--- config.mk ---
export PLATFORM = sky130hd
export DESIGN_NAME = detector_seq_ctrl
export DESIGN_NICKNAME = d
export VERILOG_FILES = /design/src/rtl/detector_seq_ctrl.sv
export SDC_FILE = /design/constraint.sdc
export NUM_CORES = 1
export LEC_CHECK = 0
export CAP_MARGIN = 20
export CORE_ASPECT_RATIO = 0.8
export CORE_MARGIN = 2
export CORE_UTILIZATION = 45
export DETAILED_ROUTE_END_ITERATION = 6
export GPL_ROUTABILITY_DRIVEN = 0
export MAX_ROUTING_LAYER = met4
export PLACE_DENSITY = 0.82
export SLEW_MARGIN = 20
export SYNTH_ARGS = -nofsm -noshare
export SYNTH_HDL_FRONTEND = slang
export SYNTH_SLANG_ARGS = --single-unit
--- constraint.sdc ---
create_clock -name clk -period 2.1 [get_ports clk]
set_clock_uncertainty 0.05 [all_clocks]
set_input_delay 0.21 -clock clk [delete_from_list [all_inputs] [get_ports clk]]
set_output_delay 0.21 -clock clk [all_outputs]
set_load 0.005 [all_outputs]
--- src/rtl/detector_seq_ctrl.sv ---
// Round-robin sequencer that feeds a test pattern serially into a Moore
// pattern detector and reports hit/miss. Optional counters: `define STATS_EN.
module detector_seq_ctrl #(
  parameter int PAT_W   = 4,
  parameter int TIMEOUT = 12
) (
  input  logic             clk,
  input  logic             rst_n,
  // req/gnt: a requester holds req[i] high until it sees the one-cycle gnt[i]
  // pulse; its pattern is captured on the same edge that raises gnt[i].
  input  logic [1:0]       req,
  input  logic [PAT_W-1:0] pat0,
  input  logic [PAT_W-1:0] pat1,
  output logic [1:0]       gnt,
  output logic             det_rst_n,
  output logic             det_x,
  input  logic             det_out,
  output logic             done,
  output logic             hit,
  output logic             done_id,
  output logic [7:0]       hit_cnt,
  output logic [7:0]       miss_cnt,
  output logic [2:0]       state_dbg
);

  localparam int BW = (PAT_W > 1) ? $clog2(PAT_W) : 1;
  localparam int TW = (TIMEOUT > 1) ? $clog2(TIMEOUT) : 1;
  localparam logic [BW-1:0] BIT_LAST = BW'(PAT_W - 1);
  localparam logic [TW-1:0] TMO_LAST = TW'(TIMEOUT - 1);

  localparam logic [2:0] S_IDLE    = 3'd0;
  localparam logic [2:0] S_RESTART = 3'd1;
  localparam logic [2:0] S_SHIFT   = 3'd2;
  localparam logic [2:0] S_WAIT    = 3'd3;
  localparam logic [2:0] S_REPORT  = 3'd4;

  logic [2:0]       state;
  logic [BW-1:0]    bit_idx;
  logic [TW-1:0]    tmo_cnt;
  logic [PAT_W-1:0] pat_q;
  logic             cur_id;
  logic             last_id;
  logic             pick_id;

  assign state_dbg = state;

  // On a tie the requester that was not served last wins.
  always_comb begin
    pick_id = req[1];
    if (req == 2'b11) begin
      pick_id = ~last_id;
    end
  end

  always_ff @(posedge clk or negedge rst_n) begin
    if (!rst_n) begin
      state     <= S_IDLE;
      bit_idx   <= '0;
      tmo_cnt   <= '0;
      pat_q     <= '0;
      cur_id    <= 1'b0;
      last_id   <= 1'b1;
      gnt       <= 2'b00;
      det_rst_n <= 1'b0;
      det_x     <= 1'b0;
      done      <= 1'b0;
      hit       <= 1'b0;
      done_id   <= 1'b0;
    end else begin
      gnt  <= 2'b00;
      done <= 1'b0;
      case (state)
        S_IDLE: begin
          det_rst_n <= 1'b1;
          det_x     <= 1'b0;
          if (|req) begin
            pat_q     <= pick_id ? pat1 : pat0;
            cur_id    <= pick_id;
            last_id   <= pick_id;
            gnt       <= pick_id ? 2'b10 : 2'b01;
            det_rst_n <= 1'b0;
            state     <= S_RESTART;
          end
        end
        S_RESTART: begin
          // Pattern is a left-shifting register so the MSB always feeds det_x.
          det_rst_n <= 1'b1;
          det_x     <= pat_q[PAT_W-1];
          pat_q     <= pat_q << 1;
          bit_idx   <= '0;
          state     <= S_SHIFT;
        end
        S_SHIFT: begin
          if (det_out) begin
            det_x   <= 1'b0;
            done    <= 1'b1;
            hit     <= 1'b1;
            done_id <= cur_id;
            state   <= S_REPORT;
          end else if (bit_idx == BIT_LAST) begin
            det_x   <= 1'b0;
            tmo_cnt <= '0;
            state   <= S_WAIT;
          end else begin
            bit_idx <= bit_idx + 1'b1;
            det_x   <= pat_q[PAT_W-1];
            pat_q   <= pat_q << 1;
          end
        end
        S_WAIT: begin
          det_x <= 1'b0;
          if (det_out || (tmo_cnt == TMO_LAST)) begin
            done    <= 1'b1;
            hit     <= det_out;
            done_id <= cur_id;
            state   <= S_REPORT;
          end else begin
            tmo_cnt <= tmo_cnt + 1'b1;
          end
        end
        S_REPORT: begin
          det_x <= 1'b0;
          state <= S_IDLE;
        end
        default: begin
          det_rst_n <= 1'b1;
          det_x     <= 1'b0;
          state     <= S_IDLE;
        end
      endcase
    end
  end

`ifdef STATS_EN
  // Counted while REPORT is presented, i.e. with the freshly updated hit flag.
  always_ff @(posedge clk or negedge rst_n) begin
    if (!rst_n) begin
      hit_cnt  <= 8'd0;
      miss_cnt <= 8'd0;
    end else if (state == S_REPORT) begin
      if (hit) begin
        if (hit_cnt != 8'hFF) hit_cnt <= hit_cnt + 1'b1;
      end else begin
        if (miss_cnt != 8'hFF) miss_cnt <= miss_cnt + 1'b1;
      end
    end
  end
`else
  assign hit_cnt  = 8'd0;
  assign miss_cnt = 8'd0;
`endif

endmodule

Word level (Yosys, flattened, before mapping)
Cells that the tools add are included.
Word-level totals
  bits in registers: 22
  bits of input ports: 13
  output and inout port bits: 26
  logic and storage cells: 78
Operators by class
  add/subtract/negate cells: 2
  equality and inequality tests: 15
  mux-type cells: 35
  bitwise operators: 1
  reduce and logical (&&, ||, !) cells: 13
Operators by type and width (count)
  $mux 4: 7
  $ne 2x2->1 const B: 7
  $mux 3: 4
  $pmux 3 s4: 1
  $pmux 4 s3: 1
  $mux 1: 10
  $mux 2: 5
  $pmux 1 s2: 5
  $reduce_and 3->1: 3
  $pmux 4 s2: 1
  $reduce_and 4->1: 2
  $eq 3x2->1 const B: 2
  $add 4x1->4 const B: 1
  $eq 2x2->1 const B: 2
  $eq 4x4->1 const B: 1
  $pmux 2 s2: 1
  $reduce_bool 2->1: 2
  $eq 3x1->1 const B: 1
  $eq 3x3->1 const B: 1
  $logic_not 3->1: 1
  $ne 3x3->1 const B: 1
  $reduce_bool 3->1: 1
  $reduce_or 3->1: 1
  $add 2x1->2 const B: 1
  other kinds (4): 4

Longest topological paths before layout
Gate-level depths: netlist of the first run.
  depth after elaboration: 5
  depth in mapped cells: 5
  depth with buffers taken out: 5

Worst setup path after synthesis of the first run
Ideal clock, no wire load.
  path kind: reg2reg
  start: reg tmo_cnt[0]
  end: reg done_id
  setup time: 125 ps
  arrival time: 1449 ps
  required time: 1925 ps
  setup slack: 476 ps
  cell stages (with the launch flop): 6
  buffers on the path: 0
  clock period less this slack: 1624 ps
  cells stage by stage: dfrtp_1 > ha_1 > and3b_2 > a21o_1 > and2_4 > mux2_4
Between the ends
  longest elaborated chain between the ends: 4
Ends and longest elaborated chain
  start: declaration: line 39  | logic [TW-1:0] tmo_cnt;
  start signal: assignment: line 118  | tmo_cnt <= tmo_cnt + 1'b1;
  $eq 4x4->1: line 112  | if (det_out || (tmo_cnt == TMO_LAST)) begin
  $logic_or 1x1->1: line 112
  $ne 2x2->1 (no line)
  $reduce_and 3->1 (no line)
  end signal: assignment: line 98  | done_id <= cur_id;
  end signal: assignment: line 115  | done_id <= cur_id;
  end: declaration: line 20  | output logic done_id,
Every way passes these cells.
A chain may end at the register's enable or synchronous reset.

Worst setup path after layout of the first run
  start: reg state[2], in the netlist state_dbg[2]
  end: out state_dbg[2]
RTL lines
  start: declaration: line 37  | logic [2:0] state;
  start signal: assignment: line 57  | state <= S_IDLE;
  start signal: assignment: line 82  | state <= S_RESTART;
  start signal: assignment: line 91  | state <= S_SHIFT;
  end: declaration: line 23  | output logic [2:0] state_dbg
No word-level cell between the ends.

==> impl_metrics.ini, run 1 <==
[placement]
dp_hpwl_um = 1910
place.port_buffers = 22

[die]
start_util = 0.489
num_io_pins = 39
core-area_um2 = 2520
chip_height_um = 50.8
floorplan.die_area_um2 = 3180
num_rows = 16
floorplan.die.width_um = 62.5

[setup_path]
critical-path-max-stage-delay_ns = 0.63
crit_type = reg2out
critical_path.top_delay_family = flip-flops
critical_path.startpoint_type = flop
path_cells = clkdlybuf4s50_1
crit_path_start = state_dbg[2]
cp.required_ns = 1.84
slowest_stage = sky130_fd_sc_hd__dfrtp_1
setup.worst_path.end_class = output pin
worst_case_register_to_register_setup_slack_ns = 0.34
data_arrival_time_of_the_worst_path_ns = 1.51
worst_path_bufs_invs = 1
regToRegStartpoint = tmo_cnt[0]
critical_path.max_fanout = 12

[synth]
netlist_area_um2 = 1230
ys.warnings.count = 0
synth-simple-area-share = 0.155
yosys.area_share.xor_xnor = 0.00711
yosysTopAreaCell = sky130_fd_sc_hd__dfrtp_1
yosys_reg_bits = 22
postSynth.asyncResetShare = 1.00
synth-compound-area-share = 0.150
netlist.area_leader.share = 0.426
area_share_of_fa_ha_maj_cells_after_synthesis = 0.0203
syn-instance-count = 122
yosys.cell_types.count = 39
synth_top_family_by_area = simple AND/OR/NAND/NOR gates
multiplexer_area_fraction_after_synthesis = 0.0893
synthesis.area_per_instance_um2 = 10.1
synth_enable_flop_cells = 0
dominantRegCellSynth = sky130_fd_sc_hd__dfrtp_1
yosysSeqAreaShare = 0.448
synth.area.top_cells = sky130_fd_sc_hd__dfrtp_1 43%, sky130_fd_sc_hd__buf_4 10%, sky130_fd_sc_hd__mux2i_1 4.1%

[drt]
post_drt_via_cell_ratio = 5.04
routed_wirelength_um = 2460
drc = 0
route.detailed.wl_per_inst_um = 13.4
route.vias.total = 927
drtPass1Iterations = 4
drtAntennaViolNets = 0
drt-initial-drc-count = 19

[timing]
slew_headroom = 0.647
finalHoldViolCount = 0
max_freq_mhz = 564
tightest_slew_ns = 0.524
report.final.slew_viol_count = 0
grt_setup_unrepaired = false
period_needed_ns = 1.77
setup_viol = 0
fin_tns_setup_ns = 0
period_share = 0.844

[power_and_ir_drop]
seqPwrFrac = 0.423
p_sw_w = 0.000700
vdd.ir_drop.worst_uv = 441
comb_power_share = 0.473
pwr_density_cell_nw_per_um2 = 1270
power_report.internal_total_w = 0.00117
p_leak_nw = 0.671
power.clock.fraction = 0.104
switching_share = 0.374

[grt]
grt_antenna_before_repair = 0
number_of_global_route_vias_before_repair = 908
grt_util_all_layers = 0.175
grt_remaining_overflow = 0
grt_start_max_net_pins = 15
grt_pass1_wl_um = 4130

[cells_and_area]
layout.filler_cells = 219
total_inserted_antenna_cells = 0
ff_latch_area_um2 = 552
ratio_of_cells_with_drive_above_1_in_the_final_layout = 0.142
layout.core_utilization = 0.584
nets = 164
area_occupied_by_multi_input_gates_um2 = 581
area.growth.synth_to_final_pct = 19.5

[clock_network]
cts_sinks = 22
clk_pin_slew_worst_paths_ns = 0.11
htreeDepth = 1
clk-insertion-delay-late_ns = 0.30
cts_tree = yes
ctsLongestPathBuffers = 2
cts_hold_fix_bufs = 0
root_buffer = sky130_fd_sc_hd__clkbuf_4
count_of_cells_resized_by_post_cts_repair = 0
tritoncts.num_buffers = 3
post-cts-setup-buffers = 0

[job]
timing.max_cap.violations = 0

[worst_hold_path]
min_path_type = in2async

[run_status]
run_status = finished, final reports clean
[path summary, 6_finish.rpt]
kind | end | cells after the start
setup / recovery | state_dbg[2] | 1
setup reg to reg | done_id | 5
max in group asynchronous | state_dbg[0] | 2
min in group clk | det_rst_n | 1
hold / removal | state_dbg[1] | 1
hold reg to reg | det_rst_n | 1
[Yosys cell counts (2+ instances only)]
cell type	instances
sky130_fd_sc_hd__nor2_1	5
sky130_fd_sc_hd__o21ai_0	8
sky130_fd_sc_hd__nand2_1	9
sky130_fd_sc_hd__nor3_1	4
sky130_fd_sc_hd__ha_1	2
sky130_fd_sc_hd__a21oi_1	7
sky130_fd_sc_hd__a22o_1	3
sky130_fd_sc_hd__nand3_1	2
sky130_fd_sc_hd__mux2_2	4
sky130_fd_sc_hd__nor2b_1	2
sky130_fd_sc_hd__mux2i_1	5
sky130_fd_sc_hd__inv_1	5
sky130_fd_sc_hd__a21o_1	2
sky130_fd_sc_hd__a22oi_1	2
sky130_fd_sc_hd__buf_2	2
sky130_fd_sc_hd__dfrtp_1	21
sky130_fd_sc_hd__buf_4	17
[kinds of logic after synthesis]
group,Yosys count
other cells,1
compound gates,29
mux,10
flops,22
simple gates,33
buf+inv,24
fa+ha+maj,2
xor+xnor,1
[cell usage in the layout, fill, tap and decap left out, drive strengths merged]
cell           netlist  layout
a22o                 3       3
and2b                1       1
a21boi               2       2
conb                 1      16
a21oi                7       7
o22ai                1       1
a22oi                2       2
mux2i                5       5
nand3b               1       1
inv                  5       5
mux2                 5       5
nor3                 4       4
dfstp                1       1
ha                   2       2
and3                 1       1
nor2                 5       5
clkbuf               0       4
nand2                9       9
or2                  1       1
o21a                 1       1
and3b                1       1
o21ai                8       8
a211oi               1       1
nand3                2       2
nor2b                2       2
xnor2                1       1
buf                 19       4
nand4                1       1
nor3b                1       1
o31ai                1       1
clkdlybuf4s50        0      22
nor4b                1       1
and2                 3       3
dfrtp               21      21
a21o                 2       2
a31oi                1       1
[per-stage QoR]
step	power (W)	cells	setup slack (ns)	cell area, µm²	hold slack (ns)
3_5_place_dp	0.00168	180	0.208	1450	0.430
6_report	0.00187	184	0.327	1470	0.124
2_1_floorplan	0.00136	137	0.476	1290	-0.136
5_1_grt	0.00203	184	0.260	1470	0.154
3_3_place_gp	0.00162	180	0.280	1450	0.423
4_1_cts	0.00188	184	0.313	1470	0.132
[layer usage]
layer | vias to the layer above | track usage | part of all wire
met5 | - | - | 0
met4 | 0 | 0.0630 | 0.013
met3 | 4 | 0.0595 | 0.062
met2 | 34 | 0.314 | 0.51
met1 | 440 | 0.183 | 0.42
li1 | 449 | - | -
[power groups by stage]
stage / registers (W) / clock network [W] / logic, W
final: 0.000791 / 0.000194 / 0.000884
after detailed placement: 0.000796 / 0 / 0.000882
after floorplan: 0.000729 / 0 / 0.000629
after CTS: 0.000789 / 0.000202 / 0.000892
after global placement: 0.000785 / 0 / 0.000835
after global routing: 0.000818 / 0.000224 / 0.000984
[cell type report]
cell class / count / share of cell area
timing repair buffer: 26 / 0.170
inverter: 5 / 0.0127
clock buffer: 4 / 0.0178
tap: 36 / 0.0306
sequential: 22 / 0.375
multi-input combinational: 91 / 0.394
[state kept, by name (all words and copies together) (netlist names)]
signal and cells:
bit_idx 2, gnt 2, last_id 1, pat_q 4
tmo_cnt 4, state_dbg 3, done_id 1, cur_id 1
done 1, hit 1, det_rst_n 1, det_x 1
No activity file was read; power rests on OpenSTA's default activity.
==> inputs of run 2 (changes only) <==
- clock period: 2.1 -> 1.8 ns (I/O delays scaled with it)
==> impl_metrics.ini, run 2 (synthesized netlist as in run 1, its figures left out) <==
[run_status]
run_status = finished, final reports clean

[timing]
period_needed_ns = 1.71
finalHoldViolCount = 0
grt_setup_unrepaired = false
fin_tns_setup_ns = 0
report.final.slew_viol_count = 0
setup_viol = 0
max_freq_mhz = 584
period_share = 0.951

[setup_path]
path_cells = clkdlybuf4s50_1
cp.depth = 1
critical_path.startpoint_type = flop
critical_path.top_delay_family = flip-flops
slowest_stage = sky130_fd_sc_hd__dfrtp_1
crit_type = reg2out
critical-path-max-stage-delay_ns = 0.59
cp.required_ns = 1.57
critical_path.max_fanout = 10
regToRegStartpoint = tmo_cnt[0]
worst_r2r_endpoint = done_id
worst_r2r_path_depth = 5
data_arrival_time_of_the_worst_path_ns = 1.48
setup.worst_path.end_class = output pin
worst_case_register_to_register_setup_slack_ns = 0.10
worst_path_bufs_invs = 1
crit_path_start = state_dbg[0]
endpoint = state_dbg[0]

[job]
timing.max_cap.violations = 0

[placement]
dp_hpwl_um = 1840
dpl.cell_count = 184
place.port_buffers = 22

[clock_network]
htreeDepth = 1
cts_tree = yes
root_buffer = sky130_fd_sc_hd__clkbuf_4
cts_hold_fix_bufs = 0
count_of_cells_resized_by_post_cts_repair = 0
tritoncts.num_buffers = 3
post-cts-setup-buffers = 0
clk-insertion-delay-late_ns = 0.32
ctsLongestPathBuffers = 2
cts_sinks = 22
clk_pin_slew_worst_paths_ns = 0.13

[cells_and_area]
finalNonFillerCells = 188
total_inserted_antenna_cells = 0
layout.cells.most_common_list = 22 x sky130_fd_sc_hd__clkdlybuf4s50_1, 20 x sky130_fd_sc_hd__dfrtp_1, 16 x sky130_fd_sc_hd__conb_1
ratio_of_cells_with_drive_above_1_in_the_final_layout = 0.178
area.growth.synth_to_final_pct = 22.8
nets = 168
layout.filler_cells = 223
layout.cells.most_common = sky130_fd_sc_hd__clkdlybuf4s50_1
layout.core_utilization = 0.600

[drt]
route.detailed.wl_per_inst_um = 12.5
post_drt_via_cell_ratio = 5.06
drtPass1Iterations = 4
route.vias.total = 952
drt-initial-drc-count = 22
drc = 0
routed_wirelength_um = 2350
drtAntennaViolNets = 0

[power_and_ir_drop]
pwr_density_cell_nw_per_um2 = 1460
vdd.ir_drop.worst_uv = 469
p_leak_nw = 0.695

[grt]
number_of_global_route_vias_before_repair = 944
grt_util_all_layers = 0.181
grt_remaining_overflow = 0
grt_start_max_net_pins = 23
grt_antenna_before_repair = 0
grt_pass1_wl_um = 4290

[die]
num_io_pins = 39
core-area_um2 = 2520
chip_height_um = 50.8
floorplan.die.width_um = 62.5
floorplan.die_area_um2 = 3180
start_util = 0.489
num_rows = 16

[worst_hold_path]
min_path_type = in2async
==> run 2: layer usage <==
| layer | up-vias | wire length, µm | track usage |
|---|---|---|---|
| met5 | - | 0 | - |
| met4 | 0 | 47 | 0.0741 |
| met3 | 7 | 163 | 0.0551 |
| met2 | 37 | 1190 | 0.317 |
| met1 | 453 | 951 | 0.195 |
| li1 | 455 | - | - |
==> run 2: worst reg2reg max path: stages, from the launching register on <==
cell and delay (ns):
sky130_fd_sc_hd__dfrtp_1 0.43, sky130_fd_sc_hd__ha_1 0.23, sky130_fd_sc_hd__and3b_2 0.25, sky130_fd_sc_hd__a21o_1 0.21, sky130_fd_sc_hd__and2_4 0.17, sky130_fd_sc_hd__mux2_4 0.28
==> run 2: how the worst min path moves through the flow <==
stage,slack [ns],cells after the start,to
after global placement,0.42,1,det_rst_n
final,0.13,2,state_dbg[1]
after CTS,0.15,2,done
after detailed placement,0.42,1,cur_id
after floorplan,-0.17,0,bit_idx[0]
after global routing,0.15,2,state_dbg[1]
==> run 2: cell type report <==
class / count / area [µm²] / area share
Sequential cell: 22 / 553 / 0.365
Multi-Input combinational cell: 91 / 581 / 0.383
Tap cell: 36 / 45.0 / 0.0298
Clock buffer: 4 / 36.3 / 0.0240
Timing Repair Buffer: 30 / 280 / 0.185
Inverter: 5 / 18.8 / 0.0124
==> run 2: power by group <==
group / total [W] / switching (W) / internal [W] / leakage, nW
registers: 0.000910 / 0.000195 / 0.000715 / 0.264
logic: 0.00103 / 0.000455 / 0.000577 / 0.410
clock network: 0.000275 / 0.000151 / 0.000124 / 0.0210
total: 0.00222 / 0.000801 / 0.00142 / 0.695
==> run 2: stage by stage <==
| stage | area [µm²] | total power (W) | setup WS, ns | hold WS, ns |
|---|---|---|---|---|
| floorplan | 1290 | 0.00159 | 0.176 | -0.166 |
| global placement | 1480 | 0.00190 | 0.0808 | 0.422 |
| detailed placement | 1480 | 0.00196 | 0.0359 | 0.423 |
| CTS | 1510 | 0.00223 | 0.00228 | 0.149 |
| global route | 1510 | 0.00243 | 0.0285 | 0.150 |
| finish | 1510 | 0.00222 | 0.0874 | 0.130 |
